<file path="src/rtl/fetch_unit.sv">
// Instruction-fetch stage: owns the fetch PC, issues instruction-memory requests
// and buffers in-order responses for delivery to the IF/ID register.
module fetch_unit #(
    parameter logic [31:0] RESET_PC  = 32'h0000_0000,
    parameter int unsigned BUF_DEPTH = 4
) (
    input  logic        clk,
    input  logic        rst_n,
    input  logic        stop,
    input  logic        ex_redirect,
    input  logic [31:0] ex_target,
    output logic        imem_req,
    output logic [31:0] imem_addr,
    input  logic        imem_gnt,
    input  logic        imem_rvalid,
    input  logic [31:0] imem_rdata,
    output logic        id_valid,
    output logic [31:0] id_inst,
    output logic [31:0] id_pc,
    output logic [31:0] fetch_pc
);

    localparam int unsigned   CW       = $clog2(BUF_DEPTH + 1);
    localparam int unsigned   PW       = $clog2(BUF_DEPTH);
    localparam logic [CW:0]   DEPTH_W  = (CW + 1)'(BUF_DEPTH);
    localparam logic [PW-1:0] LAST_IDX = PW'(BUF_DEPTH - 1);

    typedef struct packed {
        logic [31:0] inst;
        logic [31:0] pc;
    } fetch_entry_t;

    logic [31:0]   fpc_q;
    logic [CW-1:0] inflight_q;
    logic [CW-1:0] drop_q;
    logic [CW-1:0] count_q;
    logic [PW-1:0] fifo_wr_q;
    logic [PW-1:0] fifo_rd_q;
    logic [PW-1:0] pcq_wr_q;
    logic [PW-1:0] pcq_rd_q;
    fetch_entry_t  fifo_q [BUF_DEPTH];
    logic [31:0]   pcq_q  [BUF_DEPTH];

    logic [CW:0]   credit_used;
    logic          gnt_fire;
    logic          rsp_fire;
    logic          rsp_drop;
    logic          push;
    logic          pop;
    fetch_entry_t  head;

    function automatic logic [PW-1:0] ptr_inc(input logic [PW-1:0] p);
        return (p == LAST_IDX) ? '0 : p + PW'(1);
    endfunction

    // Credits count both in-flight requests and buffered words so a grant always has a slot.
    assign credit_used = {1'b0, inflight_q} + {1'b0, count_q};
    assign imem_req    = !ex_redirect && (credit_used < DEPTH_W);
    assign imem_addr   = fpc_q;
    assign fetch_pc    = fpc_q;

    assign gnt_fire = imem_req && imem_gnt;
    assign rsp_fire = imem_rvalid && (inflight_q != '0);
    assign rsp_drop = rsp_fire && ((drop_q != '0) || ex_redirect);
    assign push     = rsp_fire && !rsp_drop;

    assign head     = fifo_q[fifo_rd_q];
    assign id_valid = (count_q != '0) && !ex_redirect;
    assign id_inst  = head.inst;
    assign id_pc    = head.pc;
    assign pop      = id_valid && !stop;

    // PC, counters and queue pointers; a redirect wins over stop and any response.
    always_ff @(posedge clk or negedge rst_n) begin
        if (!rst_n) begin
            fpc_q      <= RESET_PC;
            inflight_q <= '0;
            drop_q     <= '0;
            count_q    <= '0;
            fifo_wr_q  <= '0;
            fifo_rd_q  <= '0;
            pcq_wr_q   <= '0;
            pcq_rd_q   <= '0;
        end else begin
            if (ex_redirect) begin
                fpc_q <= ex_target;
            end else if (gnt_fire) begin
                fpc_q <= fpc_q + 32'd4;
            end

            inflight_q <= inflight_q + CW'(gnt_fire) - CW'(rsp_fire);

            if (ex_redirect) begin
                drop_q <= inflight_q - CW'(rsp_fire);
            end else if (rsp_fire && (drop_q != '0)) begin
                drop_q <= drop_q - CW'(1);
            end

            if (gnt_fire) pcq_wr_q <= ptr_inc(pcq_wr_q);
            if (rsp_fire) pcq_rd_q <= ptr_inc(pcq_rd_q);

            if (ex_redirect) begin
                count_q   <= '0;
                fifo_rd_q <= fifo_wr_q;
            end else begin
                count_q <= count_q + CW'(push) - CW'(pop);
                if (push) fifo_wr_q <= ptr_inc(fifo_wr_q);
                if (pop)  fifo_rd_q <= ptr_inc(fifo_rd_q);
            end
        end
    end

    // Granted-PC queue and response buffer storage.
    always_ff @(posedge clk or negedge rst_n) begin
        if (!rst_n) begin
            for (int i = 0; i < int'(BUF_DEPTH); i++) begin
                fifo_q[i] <= '0;
                pcq_q[i]  <= '0;
            end
        end else begin
            if (gnt_fire) pcq_q[pcq_wr_q] <= fpc_q;
            if (push)     fifo_q[fifo_wr_q] <= '{inst: imem_rdata, pc: pcq_q[pcq_rd_q]};
        end
    end

endmodule

</file>
<file path="config.mk">
export PLATFORM = sky130hd
export DESIGN_NAME = fetch_unit
export DESIGN_NICKNAME = d
export VERILOG_FILES = /design/src/rtl/fetch_unit.sv
export SDC_FILE = /design/constraint.sdc
export NUM_CORES = 1
export LEC_CHECK = 0
export BUFFER_PORTS_ARGS = -buffer_cell sky130_fd_sc_hd__buf_2
export CORE_ASPECT_RATIO = 0.75
export CORE_UTILIZATION = 45
export DETAILED_ROUTE_END_ITERATION = 6
export PLACE_DENSITY = 0.66
export SYNTH_ARGS = -nofsm -noshare
export SYNTH_HDL_FRONTEND = slang
export SYNTH_SLANG_ARGS = --single-unit
</file>
<file path="constraint.sdc">
create_clock -name clk -period 2.7 [get_ports clk]
set_clock_uncertainty 0.05 [all_clocks]
set_input_delay 0.54 -clock clk [delete_from_list [all_inputs] [get_ports clk]]
set_output_delay 0.54 -clock clk [all_outputs]
set_load 0.01 [all_outputs]
</file>
Word-level counts from Yosys, hierarchy flattened
Index checks and enable logic that the tools add are counted.
- register bits: 433
- bits of input ports: 70
- equality and inequality tests: 4
- add/sub/neg operators: 12
- multiplexer cells: 23
- bitwise logic cells: 5
- magnitude comparators: 7
- reductions and logical operators: 21
- operators by type and width (kind ; count):
    256-bit bitwise mux ; 1
    64-bit two-way mux ; 3
    32-bit two-way mux ; 5
    64-bit binary-select mux with 2-bit select ; 1
    128-bit bitwise mux ; 1
    64-bit demux with 2-bit select ; 1
    32-bit binary-select mux with 2-bit select ; 1
    32-bit demux with 2-bit select ; 1
    32-bit by 3-bit adder with 32-bit output, second input constant ; 1
    3-bit greater-or-equal comparator, second input constant ; 4
    2-bit two-way mux ; 6
    2-bit inverter with 3-bit output ; 4
    1-bit logical AND ; 10
    3-bit two-way mux ; 3
    3-bit nonzero test ; 3
    3-bit by 1-bit subtractor with 3-bit output ; 3
    2-bit by 1-bit adder with 2-bit output, second input constant ; 4
    2-bit equality test, second input constant ; 4
    3-bit by 1-bit adder with 3-bit output ; 2
    3-bit by 1-bit < comparator with 1-bit output, second input constant ; 2
    2-bit nonzero test ; 3
    3-bit by 3-bit adder with 4-bit output ; 1
    4-bit by 3-bit < comparator with 1-bit output, second input constant ; 1
    1-bit zero test ; 3
    4 further kinds ; 4

Depth between registers and ports, before layout
- depth after elaboration: 8
- depth in mapped cells: 14

Worst setup path after synthesis
OpenSTA, ideal clock, no wires.
- kind: reg-to-reg
- from: register inflight_q[2]
- to: register inflight_q[2]
- data required time: 2.521 ns
- slack: -0.248 ns
- library setup time: 0.129 ns
- arrival: 2.769 ns
- path buffers: 3
- clock period less this slack: 2.948 ns
- cell stages (with the launch flop): 15
- cells stage by stage: dfrtp_1 > ha_1 > nor4_2 > and3_1 > buf_6 > inv_2 > buf_6 > buf_2 > ha_1 > inv_1 > ha_1 > inv_1 > fa_1 > xnor2_1 > xnor2_1
- longest elaborated chain between the ends: 6
- ends and longest elaborated chain (what ; RTL line ; RTL):
    start, declared ; 34 ; logic [CW-1:0] inflight_q;
    start signal, assigned ; 91 ; inflight_q <= inflight_q + CW'(gnt_fire) - CW'(rsp_fire);
    3-bit by 3-bit adder with 4-bit output ; 57 ; assign credit_used = {1'b0, inflight_q} + {1'b0, count_q};
    4-bit by 3-bit < comparator with 1-bit output ; 58 ; assign imem_req = !ex_redirect && (credit_used < DEPTH_W);
    1-bit logical AND ; 58 ;
    1-bit logical AND ; 62 ; assign gnt_fire = imem_req && imem_gnt;
    3-bit by 1-bit adder with 3-bit output ; 91 ;
    3-bit by 1-bit subtractor with 3-bit output (*) ; 91 ;
Every way passes the cells marked *; elsewhere a longest branch is shown, timed or not.
A chain may end at the register's enable or synchronous reset.

Worst setup path in the final report
- from: register fifo_rd_q[0]
- to: output id_pc[15]
- longest elaborated chain between the ends: 4
- ends and longest elaborated chain (what ; RTL line ; RTL):
    start, declared ; 38 ; logic [PW-1:0] fifo_rd_q;
    start signal, assigned ; 104 ; fifo_rd_q <= fifo_wr_q;
    start signal, assigned ; 108 ; if (pop) fifo_rd_q <= ptr_inc(fifo_rd_q);
    2-bit inverter with 3-bit output (not written as such) ; 67 ; assign head = fifo_q[fifo_rd_q];
    64-bit binary-select mux with 2-bit select ; 67 ;
    64-bit two-way mux (not written as such) (2 in series) ; 67 ;
    end, declared ; 19 ; output logic [31:0] id_pc,
Every way passes these cells. The select of a mux whose other input is x is not followed.

==> metrics.cfg <==
[clocking]
cts_sinks=433
clk_pin_slew_ps=60
cts_tree=yes
cts_buffer_depth=3
clkLatencyLatePin_ps=560
cts-root-buf=clkbuf_16
post_cts_resized=0
htreeDepth=2
cts_buffers=45

[logic_synthesis]
netlist-cell-type-count=58
synth.area.mux_share=0.320
yosysTopAreaCell=dfrtp_1
synthAdderAreaFrac=0.0153
synth_compound_area_frac=0.0254
synth_top_family_by_area=multiplexers
ys_ff_latch=433
yosys.area_share.simple=0.0440
synth_edf_count=0
async_flop_share=1.00
synthXorXnorAreaFrac=0.00618
ys_seq_area_frac=0.546
synth_cells=1315
synth_top_cell_area_share=0.546
synth.area.top_cells=dfrtp_1 55%, mux2_2 20%, mux4_2 11%, buf_4 1.5%, ha_1 1.3%
synth_area_per_cell_sq_um=15.1
synth-main-ff-cell=dfrtp_1
netlist_area_sq_um=19800
synth_nets=1408
yosysWarnings=0

[critical_path]
crit_path_top_delay_cell=mux4_2
end_kind=output pin
path_delay_family=multiplexers
worstPathCellList=buf_12 -> buf_12 -> mux4_2 -> buf_2
worstSetupPathType=register to output pin
worst_path_largest_cell_delay_ps=550
crit_fanout=11
crit_buf_inv=3
critPathArrivalTime_ps=2060
critPathRequiredTime_ps=2110
setup.worst_path.start_class=register
crit_top_cell=buf_12

[timing]
worst_pin_slew_ps=755
grt_setup_unrepaired=no
hold_viol=0
period_needed_ps=2650
fmax_ghz=0.378
setup_violations=0
slew_viol_final=0
slew-limit-headroom=0.495
fin_crit_sh=0.981
fin_hold_ws_ps=143

[power]
leakage_nw=11.2
peakVddDrop_uv=484
p_total_mw=25.1
powerDensity_nw_per_um2=1090

[placed_design]
dp_hpwl_mm=28.7
dp_cells=2024
gp_congestion=0.779
postPlaceCellArea_sq_um=21500
portBuffers=199

[routing]
routedWlPerCell_um=20.7
vias_per_cell=5.54
met3_length_mm=2.12
route.met2.wl_mm=20.2
highest_layer=met4
ant_nets=0
drc_errors=0
drtPass1Iterations=5
drt-met1-wl_mm=20.5
vias=11683
drtIter0Drc=773
wl_mm=43.6

[floorplanning]
die_y_um=184
core-area_sq_um=43400
start_util=0.457
row_count=66
ios=200
die_x_um=244
die_area_sq_um=44900

[global_route]
grt_pass1_vias=12224
antenna_found_initial=0
grt_pass1_wl_mm=69.4
gr-total-overflow=0
grt.total_usage=0.199
grt_start_max_net_pins=67

[layout]
final_area_sq_um=23100
layout_common_cells=429 x dfrtp_1, 354 x mux2_2, 198 x buf_2, 96 x mux4_2, 65 x nand2_1
syn2layout_area_growth_pct=16.4
instances_no_fill=2110
final_common_cell=dfrtp_1
drive_gt1_frac=0.523
diodes=0
nets=1594

[job]
max-cap-violations=0

[min_path]
hp-class=input port to register

[status]
status=finished, final reports clean

[registers in the layout, summed over array words and instances, names as in the netlist]
name and count:
drop_q 3, count_q 3, pcq_wr_q 2, pcq_rd_q 2, fifo_rd_q 2, inflight_q 3, fifo_wr_q 2, pcq_q 128
fifo_q 256, fetch_pc 32
[synth_stat cells, types with 11 or more instances]
master,number
buf_2,23
buf_4,40
buf_6,20
clkbuf_1,23
dfrtp_1,433
ha_1,21
inv_1,20
mux2_1,16
mux2_2,354
mux4_2,96
nand2_1,65
nand3_1,19
nor2_1,18
o21ai_0,37
xnor2_1,11
[worst min-delay path, delay by kind of cell]
family	cells	cell delay, ps
and+or+nand+nor	1	40
buffers and inverters	1	70
AOI/OAI and AO/OA	1	60
[report_power, final]
group | leakage, nW | internal [mW] | switching (mW)
clock | 0.750 | 3.82 | 2.53
combinational | 4.77 | 4.59 | 3.71
sequential | 5.70 | 8.97 | 1.46
total | 11.2 | 17.4 | 7.70
[final timing paths]
kind / startpoint / to / slack, ps / cells past startpoint
worst max-delay path: fifo_rd_q[0]$_DFFE_PN0P_ / id_pc[15] / 50 / 4
min in group asynchronous: rst_n / fifo_q[163]$_DFFE_PN0P_ / 490 / 2
max in group asynchronous: rst_n / fifo_q[134]$_DFFE_PN0P_ / 1360 / 3
worst min register to register: pcq_q[14]$_DFFE_PN0P_ / pcq_q[14]$_DFFE_PN0P_ / 430 / 2
worst max register to register: inflight_q[1]$_DFF_PN0_ / pcq_q[86]$_DFFE_PN0P_ / 210 / 7
worst min-delay path: ex_target[5] / fetch_pc[5]$_DFFE_PN0P_ / 140 / 3
[area by class of cell]
cell class,instances,area (sq um)
clock buffer,64,1300
sequential,433,10800
inverter,22,82.6
multi-input combinational,745,8200
fill,3640,20400
clock inverter,14,221
tap,578,723
timing repair buffer,254,1710
[stage by stage]
stage	util	TNS (ps)	worst slack, ps
floorplan	-	-12.4	-12.4
global placement	0.494	0	267
detailed placement	0.494	0	201
CTS	0.531	0	18.5
global route	0.531	0	3.19
finish	0.531	0	51.7
[timing repair]
item | in CTS | in global routing
setup buffers | 6 | 1
endpoints found under the hold margin | 57 | 0
setup endpoints to repair | 61 | 5
hold buffers | 1 | 0
[logic make-up after synthesis]
kind of cell | after synthesis
mux | 468
fa+ha+maj | 23
simple gates | 162
buf+inv | 137
xor+xnor | 14
flops | 433
compound gates | 78
[metal layers]
metal,GRT usage,vias to the layer above
met1,0.291,6136
met5,0,-
met3,0.0324,61
met2,0.311,284
li1,-,5202
met4,0.0453,0
(Power assumes the default switching activity.)
